==> config.mk <==
export PLATFORM = sky130hd
export DESIGN_NAME = de_ex_pipe
export DESIGN_NICKNAME = d
export VERILOG_FILES = /design/src/rtl/de_ex_pipe.sv
export SDC_FILE = /design/constraint.sdc
export NUM_CORES = 1
export LEC_CHECK = 0
export BUFFER_PORTS_ARGS = -buffer_cell sky130_fd_sc_hd__buf_2
export CORE_AREA = 3 3 145 147
export CTS_CLUSTER_DIAMETER = 100
export DETAILED_ROUTE_END_ITERATION = 8
export DIE_AREA = 0 0 148 150
export PLACE_DENSITY_LB_ADDON = 0.05
export REMOVE_ABC_BUFFERS = 1
export SETUP_SLACK_MARGIN = 0.2
export SLEW_MARGIN = 10
export SYNTH_ARGS = -nofsm -noshare
export SYNTH_HDL_FRONTEND = slang
export SYNTH_SLANG_ARGS = --single-unit
==> constraint.sdc <==
create_clock -name clk -period 6.1 [get_ports clk]
set_input_delay 0.915 -clock clk [delete_from_list [all_inputs] [get_ports clk]]
set_output_delay 0.915 -clock clk [all_outputs]
set_load 0.02 [all_outputs]
==> src/rtl/de_ex_pipe.sv <==
// ID->EX pipeline register with load-use stall, branch flush, WB bypass and held-operand refresh.
// Define DE_PERF_CNT_EN to add the saturating stall_cnt/flush_cnt outputs.
module de_ex_pipe #(
   parameter int DATA_WIDTH = 32,
   parameter int ADDR_WIDTH = 32,
   parameter int CTRL_W     = 16,
   parameter int REG_AW     = 5
`ifdef DE_PERF_CNT_EN
   ,
   parameter int CNT_W      = 16
`endif
) (
   input  logic                  clk,
   input  logic                  rst,
   input  logic                  id_valid,
   output logic                  id_ready,
   input  logic [ADDR_WIDTH-1:0] id_pc,
   input  logic [ADDR_WIDTH-1:0] id_pcn,
   input  logic [REG_AW-1:0]     id_rs1,
   input  logic [REG_AW-1:0]     id_rs2,
   input  logic [REG_AW-1:0]     id_rd,
   input  logic                  id_rs1_need,
   input  logic                  id_rs2_need,
   input  logic [DATA_WIDTH-1:0] id_rd1,
   input  logic [DATA_WIDTH-1:0] id_rd2,
   input  logic [CTRL_W-1:0]     id_ctrl,
   input  logic                  id_reg_we,
   input  logic                  id_is_load,
   input  logic                  wew,
   input  logic [REG_AW-1:0]     rdw,
   input  logic [DATA_WIDTH-1:0] wdw,
   input  logic                  flush,
   input  logic                  ex_ready,
   output logic                  ex_valid,
   output logic [ADDR_WIDTH-1:0] ex_pc,
   output logic [ADDR_WIDTH-1:0] ex_pcn,
   output logic [REG_AW-1:0]     ex_rs1,
   output logic [REG_AW-1:0]     ex_rs2,
   output logic [REG_AW-1:0]     ex_rd,
   output logic [DATA_WIDTH-1:0] ex_rd1,
   output logic [DATA_WIDTH-1:0] ex_rd2,
   output logic [CTRL_W-1:0]     ex_ctrl,
   output logic                  ex_reg_we,
   output logic                  ex_is_load,
   output logic                  hazard
`ifdef DE_PERF_CNT_EN
   ,
   output logic [CNT_W-1:0]      stall_cnt,
   output logic [CNT_W-1:0]      flush_cnt
`endif
);

   logic adv;
   logic load;
   logic hold;
   logic src_hit;

   logic [1:0][REG_AW-1:0]     id_src;
   logic [1:0]                 id_need;
   logic [1:0][DATA_WIDTH-1:0] id_data;
   logic [1:0][REG_AW-1:0]     ex_src;
   logic [1:0][DATA_WIDTH-1:0] ex_opnd;

   assign id_src  = {id_rs2, id_rs1};
   assign id_need = {id_rs2_need, id_rs1_need};
   assign id_data = {id_rd2, id_rd1};
   assign ex_src  = {ex_rs2, ex_rs1};

   assign src_hit = (id_need[0] && id_src[0] == ex_rd) || (id_need[1] && id_src[1] == ex_rd);
   assign hazard  = id_valid && ex_valid && ex_is_load && ex_reg_we && (ex_rd != '0) && src_hit;
   assign adv      = !ex_valid || ex_ready;
   assign id_ready = flush || (adv && !hazard);
   assign load     = !flush && adv && id_valid && !hazard;
   assign hold     = !flush && ex_valid && !ex_ready;

   // Operand lanes: WB bypass on capture, and refresh while the instruction sits in EX.
   genvar gi;
   generate
      for (gi = 0; gi < 2; gi++) begin : g_opnd
         logic                  id_byp;
         logic                  ex_byp;
         logic [DATA_WIDTH-1:0] opnd_reg;

         assign id_byp = wew && (rdw != '0) && (rdw == id_src[gi]);
         assign ex_byp = wew && (rdw != '0) && (rdw == ex_src[gi]);

         always_ff @(posedge clk or negedge rst) begin
            if (!rst) begin
               opnd_reg <= '0;
            end else if (load) begin
               opnd_reg <= id_byp ? wdw : id_data[gi];
            end else if (hold && ex_byp) begin
               opnd_reg <= wdw;
            end
         end

         assign ex_opnd[gi] = opnd_reg;
      end
   endgenerate

   assign ex_rd1 = ex_opnd[0];
   assign ex_rd2 = ex_opnd[1];

   always_ff @(posedge clk or negedge rst) begin
      if (!rst) begin
         ex_valid   <= 1'b0;
         ex_pc      <= '0;
         ex_pcn     <= '0;
         ex_rs1     <= '0;
         ex_rs2     <= '0;
         ex_rd      <= '0;
         ex_ctrl    <= '0;
         ex_reg_we  <= 1'b0;
         ex_is_load <= 1'b0;
      end else begin
         if (flush) begin
            ex_valid <= 1'b0;
         end else if (adv) begin
            ex_valid <= id_valid && !hazard;
         end
         if (load) begin
            ex_pc      <= id_pc;
            ex_pcn     <= id_pcn;
            ex_rs1     <= id_rs1;
            ex_rs2     <= id_rs2;
            ex_rd      <= id_rd;
            ex_ctrl    <= id_ctrl;
            ex_reg_we  <= id_reg_we;
            ex_is_load <= id_is_load;
         end
      end
   end

`ifdef DE_PERF_CNT_EN
   always_ff @(posedge clk or negedge rst) begin
      if (!rst) begin
         stall_cnt <= '0;
         flush_cnt <= '0;
      end else begin
         if (hazard && !flush && stall_cnt != '1) begin
            stall_cnt <= stall_cnt + CNT_W'(1);
         end
         if (flush && (ex_valid || id_valid) && flush_cnt != '1) begin
            flush_cnt <= flush_cnt + CNT_W'(1);
         end
      end
   end
`endif

endmodule

[After elaboration in Yosys (flattened, before gate mapping)]
Cells that the tools add are included.
Widths: inputs -> output; s select.
Operators by class
  mux-type cells: 8
  magnitude comparators: 0
  reduce and logical (&&, ||, !) cells: 33
  shifts and indexed selects: 0
  $add $sub $neg: 0
  div/mod/pow operators: 0
  multiply operators: 0
  bitwise gates (word level): 0
  equality and inequality tests: 6
Operators by type and width (number)
  $mux 32: 6
  $eq 5x5->1: 6
  $logic_and 1x1->1: 21
  $reduce_bool 5->1: 2
  $reduce_bool 2->1: 3
  $logic_not 1->1: 4
  $logic_or 1x1->1: 3
  $mux 1: 2
Word-level totals
  register bits after elaboration: 162
  memories kept: 0
  bits in read-only memories: 0
  RAM bits: 0
  bits in latches: 0
  output and inout port bits: 164
  input port bits: 206
  word-level logic and storage cells: 58

[Logic depth before layout (Yosys ltp)]
Gate-level depths: netlist (run 1).
  depth in word-level cells: 9
  depth in mapped cells: 8
  mapped depth without buffers: 5

[Least setup slack after synthesis (run 1)]
No wires, ideal clock.
  kind: input to output
  from: input id_rs1[1]
  to: output id_ready
  arrival: 1.723 ns
  path slack: 3.462 ns
  cell stages on the path: 5
  required time: 5.185 ns
  cells stage by stage: xnor2_1 > nand4_1 > o22ai_1 > nand2_1 > a21o_1
On the way
  word-level cells in the longest chain between the ends: 7
Ends and longest elaborated chain
  start: declaration: RTL line 19  | input logic [REG_AW-1:0] id_rs1,
  $eq 5x5->1: RTL line 69  | assign src_hit = (id_need[0] && id_src[0] == ex_rd) || (id_need[1] && id_src[1] == ex_rd);
  $logic_and 1x1->1: RTL line 69
  $logic_or 1x1->1: RTL line 69
  $logic_and 1x1->1: RTL line 70  | assign hazard = id_valid && ex_valid && ex_is_load && ex_reg_we && (ex_rd != '0) && src_hit;
  $logic_not 1->1: RTL line 72  | assign id_ready = flush || (adv && !hazard);
  $logic_and 1x1->1: RTL line 72
  $logic_or 1x1->1: RTL line 72
  end: declaration: RTL line 16  | output logic id_ready,
No other way between the ends.

[Worst setup path after layout (run 1)]
Same ends and word-level chain as after synthesis.

==> results_dict.tcl, run 1 <==
set metrics [dict create \
    yosys.area.top_type "dfrtp_1" \
    tightest_slew_ps 951 \
    max_freq_mhz 318 \
    cts_root_buf "clkbuf_16" \
    ys.flop_type "dfrtp_1" \
    wl_um 22700 \
    r2r-end "ex_ctrl[8]$_DFFE_PN0P_" \
    fp-row-count 52 \
    dp_slack_ps 2610 \
    crit_chain "buf_2, xnor2_1, nand4_1, o22ai_1, nand2_1, a21o_1, buf_2" \
    antenna_found_initial 4 \
    clock_path_buffers 2 \
    syn_area_um2 7150 \
    power_density_nw_per_um2 364 \
    fin_area_um2 9760 \
    initial_utilization_pct 35.7 \
    synthCells 592 \
    fin_crit_sh_pct 51.5 \
    synth_top_area_share_pct 56.7 \
    htreeDepth 4 \
    ys_types 32 \
    grt_pass1_vias 5956 \
    p_int_mw 2.29 \
    numCtsBuffers 17 \
    yosys-top-cells-count "162 x dfrtp_1, 162 x inv_1, 97 x mux2_2" \
    rsz0062_at_grt "false" \
    synth_edf_count 0 \
    synth-seq-cells 162 \
    async_flop_share_pct 100 \
    worstPathArrival_ps 2220 \
    p_clk_share_pct 28.0 \
    cp_common_cell "buf_2" \
    post_route_cells_drive_above_1_share_pct 53.2 \
    end_kind "output port" \
    post_cts_buffers 0 \
    syn_to_final_growth_pct 36.5 \
    regArea_um2 4050 \
    avgViaCountPerCell 4.71 \
    cts_tree "done" \
    setup_violations 0 \
    met2_length_um 11000 \
    final.fill_count 1929 \
    grt.overflow.total 0 \
    grt_usage_pct 19.8 \
    gp_congestion 0.809 \
    dr.pass1.iters 9 \
    postCtsHoldBufs 0 \
    netSwitchingFraction_pct 35.5 \
    slowest_delay_ps 370 \
    tns_ps 0 \
    ys_warn_count 0 \
    finalCriticalPeriod_ps 3140 \
    p_comb_share_pct 31.3 \
    clock-sinks 162 \
    finalNonFillerCells 1238 \
    path_clk_slew_ps 70 \
    fp.dieW_um 148 \
    port_buffers 369 \
    ant_nets 0 \
    die_h_um 150 \
    grt_first_pass_wirelength_um 33900 \
    seqPwrFrac_pct 40.7 \
    critical_path_class "in2out" \
    dp_hpwl_um 16500 \
    ctsResizeCount 0 \
    skew_ps 9.27 \
    leakagePower_nw 5.23 \
    rr_worst_depth 6 \
    drv_slew 0 \
    p_total_mw 3.55 \
    cp_slowest_cell "o22ai_1" \
    route.top_layer_used "met5" \
    status "completed" \
    path_max_fanout 3 \
    wl_met1_um 8900 \
    fin_nets 1159 \
    postPlaceCellArea_um2 9210 \
    vias 5836 \
    fin_ws_ps 2960 \
    ir_worst_vdd_mv 0.183 \
    min_path_type "in2async" \
    netlist_top_cells_area "dfrtp_1 57%, mux2_2 15%, a222oi_1 9.0%" \
    die_area_um2 22200 \
    relSlewSlack_pct 36.6 \
    dr.first_iter.drc_count 474 \
    route.detailed.drc 0 \
    multi_input_area_um2 2290 \
    cap_viol_max_count 0 \
    synth_area_per_cell_um2 12.1 \
    worstPathRequired_ps 5180 \
    dpl.cell_count 1204 \
    post-route-util_pct 48.7 \
    p_switching_mw 1.26 \
    start_kind "input port" \
    met3_length_um 2450 \
    ys_seq_area_share_pct 56.7 \
    timing.rr.start "ex_rd[1]$_DFFE_PN0P_" \
    holdWs_ps 453 \
    reg2reg_setup_slack_ps 3060 \
    clk_latency_ps 410 \
    grt_max_degree 73 \
    finalHoldViolations 0 \
    core_um2 20000 \
    post_drt_wl_per_cell_um 18.3 \
    pin_count 370 \
]
## placed cells by master (no fill, tap or decap), types with 2 or more instances in the layout
master and count:
a222oi_1 64, nand2_1 6, diode_2 2, a21boi_2 2, o221ai_2 3, clkinvlp_4 4, clkbuf_16 17, clkinv_2 4
buf_4 9, buf_2 368, xnor2_1 26, inv_6 6, mux2_2 97, nand3_1 4, nand4_1 4, and3_1 2
nand2b_1 2, inv_1 162, nor2_1 2, dfrtp_1 162, or4_1 3, xor2_1 4
## area by class of cell
cell class / instances / area share (%)
Timing Repair Buffer: 378 / 19.7
Clock buffer: 18 / 4.50
Inverter: 162 / 6.23
Clock inverter: 14 / 1.05
Antenna cell: 2 / 0.0513
Sequential cell: 162 / 41.5
Multi-Input combinational cell: 232 / 23.5
Tap cell: 270 / 3.46
## registers in the layout, summed over array words and instances, names as in the netlist
name        flops
ex_rd           5
ex_reg_we       1
ex_rs1          5
ex_rs2          5
ex_pc          32
ex_valid        1
ex_pcn         32
ex_ctrl        16
ex_rd2         32
ex_rd1         32
ex_is_load      1
## worst max path at each step
stage / from / end / slack [ps]
after floorplan: id_rs1[1] / ex_ctrl[0]$_DFFE_PN0P_ / 2060
after global placement: ex_ready / ex_pc[1]$_DFFE_PN0P_ / 2610
after detailed placement: ex_ready / ex_pc[9]$_DFFE_PN0P_ / 2610
after CTS: id_rs1[1] / id_ready / 2950
after global routing: id_rs1[1] / id_ready / 2880
final: id_rs1[1] / id_ready / 2960
## power groups by stage
stage,clock (mW),combinational [mW],sequential [mW]
finish,0.996,1.11,1.45
global route,1.08,1.20,1.48
CTS,1.03,1.13,1.45
detailed placement,0,1.13,1.46
global placement,0,1.13,1.46
floorplan,0,0.364,1.76
## cells by family (layout without fill, tap and decap cells)
kind of cell    count (synthesis)  in the layout  synth area share, %
buf+inv                       198            572                 11.6
mux                            97             97                 15.3
xor+xnor                       30             30                 3.68
other cells                     0              2                    0
compound gates                 74             74                 10.1
flops                         162            162                 56.7
simple gates                   31             31                 2.59
## routing by layer
metal,vias to the layer above,global-route usage (%)
met5,-,0
met3,24,6.90
met2,310,33.1
met4,4,6.10
li1,2750,-
met1,2748,24.3
## critical path, delay by kind of cell
family          cells  cell delay, ps
xor+xnor            1             200
compound gates      2             540
simple gates        2             300
buf+inv             2             270
No activity file was read; power rests on OpenSTA's default activity.
==> run 2: changes to the inputs <==
--- a/config.mk
+++ b/config.mk
@@ -6,10 +6,10 @@
 export NUM_CORES = 1
 export LEC_CHECK = 0
 export BUFFER_PORTS_ARGS = -buffer_cell sky130_fd_sc_hd__buf_2
-export CORE_AREA = 3 3 145 147
+export CORE_AREA = 3 3 141 143
 export CTS_CLUSTER_DIAMETER = 100
 export DETAILED_ROUTE_END_ITERATION = 8
-export DIE_AREA = 0 0 148 150
+export DIE_AREA = 0 0 144 146
 export PLACE_DENSITY_LB_ADDON = 0.05
 export REMOVE_ABC_BUFFERS = 1
 export SETUP_SLACK_MARGIN = 0.2
==> constraint.sdc (replaced) <==
create_clock -name clk -period 2.95 [get_ports clk]
set_input_delay 0.4425 -clock clk [delete_from_list [all_inputs] [get_ports clk]]
set_output_delay 0.4425 -clock clk [all_outputs]
set_load 0.02 [all_outputs]
==> results_dict.tcl, run 2 (synthesis results as in run 1) <==
set metrics [dict create \
    rsz0062_at_grt "false" \
    cp_slowest_cell "o221ai_2" \
    initial_utilization_pct 38.2 \
    cts_root_buf "clkbuf_16" \
    final.fill_count 1723 \
    antenna_found_initial 0 \
    fin_nets 1162 \
    pin_count 370 \
    clock-sinks 162 \
    path_clk_slew_ps 70 \
    syn_to_final_growth_pct 38.0 \
    finalHoldViolations 0 \
    drv_slew 0 \
    dpl.cell_count 1170 \
    finalCriticalPeriod_ps 2510 \
    critical_path_class "reg2reg" \
    cap_viol_max_count 0 \
    dp_hpwl_um 17500 \
    clock_path_buffers 2 \
    fp-row-count 50 \
    post_drt_wl_per_cell_um 18.7 \
    fin_crit_sh_pct 85.3 \
    gp_congestion 0.881 \
    cts_tree "done" \
    worstPathArrival_ps 2790 \
    core_um2 18700 \
    finalNonFillerCells 1203 \
    power_density_nw_per_um2 768 \
    die_h_um 146 \
    fin_ws_ps 435 \
    final_common_cell "buf_2" \
    fp.dieW_um 144 \
    clk_latency_ps 420 \
    max_freq_mhz 398 \
    grt_pass1_vias 6390 \
    grt_max_degree 78 \
    grt.overflow.total 0 \
    skew_ps 11.1 \
    post_route_cells_drive_above_1_share_pct 53.4 \
    htreeDepth 4 \
    worstPathRequired_ps 3220 \
    leakagePower_nw 5.29 \
    crit_chain "nor3_1, a21oi_1, nand2b_1, o221ai_2, buf_12, a222oi_1" \
    relSlewSlack_pct 32.5 \
    final_cell_mix "368 x buf_2, 162 x inv_1, 162 x dfrtp_1, 97 x mux2_2, 64 x a222oi_1" \
    start_kind "register" \
    path_max_fanout 17 \
    numCtsBuffers 17 \
    tightest_slew_ps 1010 \
    port_buffers 369 \
    end_kind "register" \
    dp_slack_ps 264 \
    avgViaCountPerCell 5.02 \
    dr.pass1.iters 9 \
    min_path_type "in2reg" \
    die_area_um2 21000 \
    slowest_delay_ps 870 \
    dr.first_iter.drc_count 499 \
    ant_nets 0 \
    grt_usage_pct 21.0 \
    vias 6042 \
    holdWs_ps 244 \
    tns_ps 0 \
    setup_violations 0 \
    ir_worst_vdd_mv 0.379 \
    grt_first_pass_wirelength_um 34700 \
    wl_um 22500 \
    antenna_cells 0 \
    route.detailed.drc 0 \
    status "completed" \
]
==> run 2: changes by cell type in the layout (fill, tap and decap cells not counted), moves of 2 or more <==
cell	delta
clkinvlp_4	-3
inv_6	-2
inv_8	+5
diode_2	-2
clkinv_2	-4
buf_4	-3
clkinv_4	+2
buf_12	+5
==> run 2: per-layer routing <==
layer  global-route usage [%]  up-vias  share of wire (%)
met2                     35.8      325                 50
met3                     6.64       37                9.3
met1                     25.0     2925                 38
li1                         -     2755                  -
met5                        0        -                  0
met4                     7.06        0                2.4
==> run 2: power by group <==
part / total, mW / leakage [nW] / internal (mW) / switching, mW
Sequential: 3.02 / 1.85 / 2.71 / 0.313
Combinational: 2.30 / 3.15 / 0.931 / 1.37
Clock: 2.24 / 0.294 / 1.24 / 1.01
==> run 2: layout make-up <==
| type | instances | area (um^2) | share of cell area, % |
|---|---|---|---|
| tap | 234 | 293 | 2.97 |
| inverter | 162 | 608 | 6.17 |
| multi-input combinational | 232 | 2300 | 23.3 |
| clock inverter | 14 | 163 | 1.65 |
| timing repair buffer | 381 | 2010 | 20.4 |
| clock buffer | 18 | 439 | 4.45 |
| sequential | 162 | 4050 | 41.1 |
==> run 2: worst paths after layout <==
path                                         from                     end  slack [ps]  depth (start not counted)
max in group asynchronous                     rst  ex_rd2[31]$_DFFE_PN0P_        1540                          3
setup / recovery             ex_rd[1]$_DFFE_PN0P_  ex_rd2[24]$_DFFE_PN0P_         440                          6
hold reg to reg            ex_pcn[22]$_DFFE_PN0P_  ex_pcn[22]$_DFFE_PN0P_         500                          1
setup reg to reg             ex_rd[1]$_DFFE_PN0P_  ex_rd2[24]$_DFFE_PN0P_         440                          6
hold / removal                          id_pc[23]   ex_pc[23]$_DFFE_PN0P_         240                          2
min in group asynchronous                     rst   ex_rd2[7]$_DFFE_PN0P_         530                          2
==> run 2: repair_timing <==
action	in CTS	in global routing
endpoints found under the setup margin	0	2
gates resized for setup	0	1
endpoints found under the hold margin	50	0
buffers inserted	0	0
hold buffers	1	0
==> run 2: through the flow <==
step / area, um^2 / power, mW / utilization [%]
detailed placement: 9250 / 5.39 / 49.4
CTS: 9860 / 7.68 / 52.7
finish: 9860 / 7.57 / 52.7
floorplan: 6930 / 4.39 / -
global route: 9860 / 7.99 / 52.7
global placement: 9250 / 5.35 / 49.4
==> run 2: worst max-delay path, delay by kind of cell, from the launching register on <==
kind	cells	cell delay (ps)
buf+inv	1	240
compound gates	3	1110
flops	1	440
simple gates	2	580
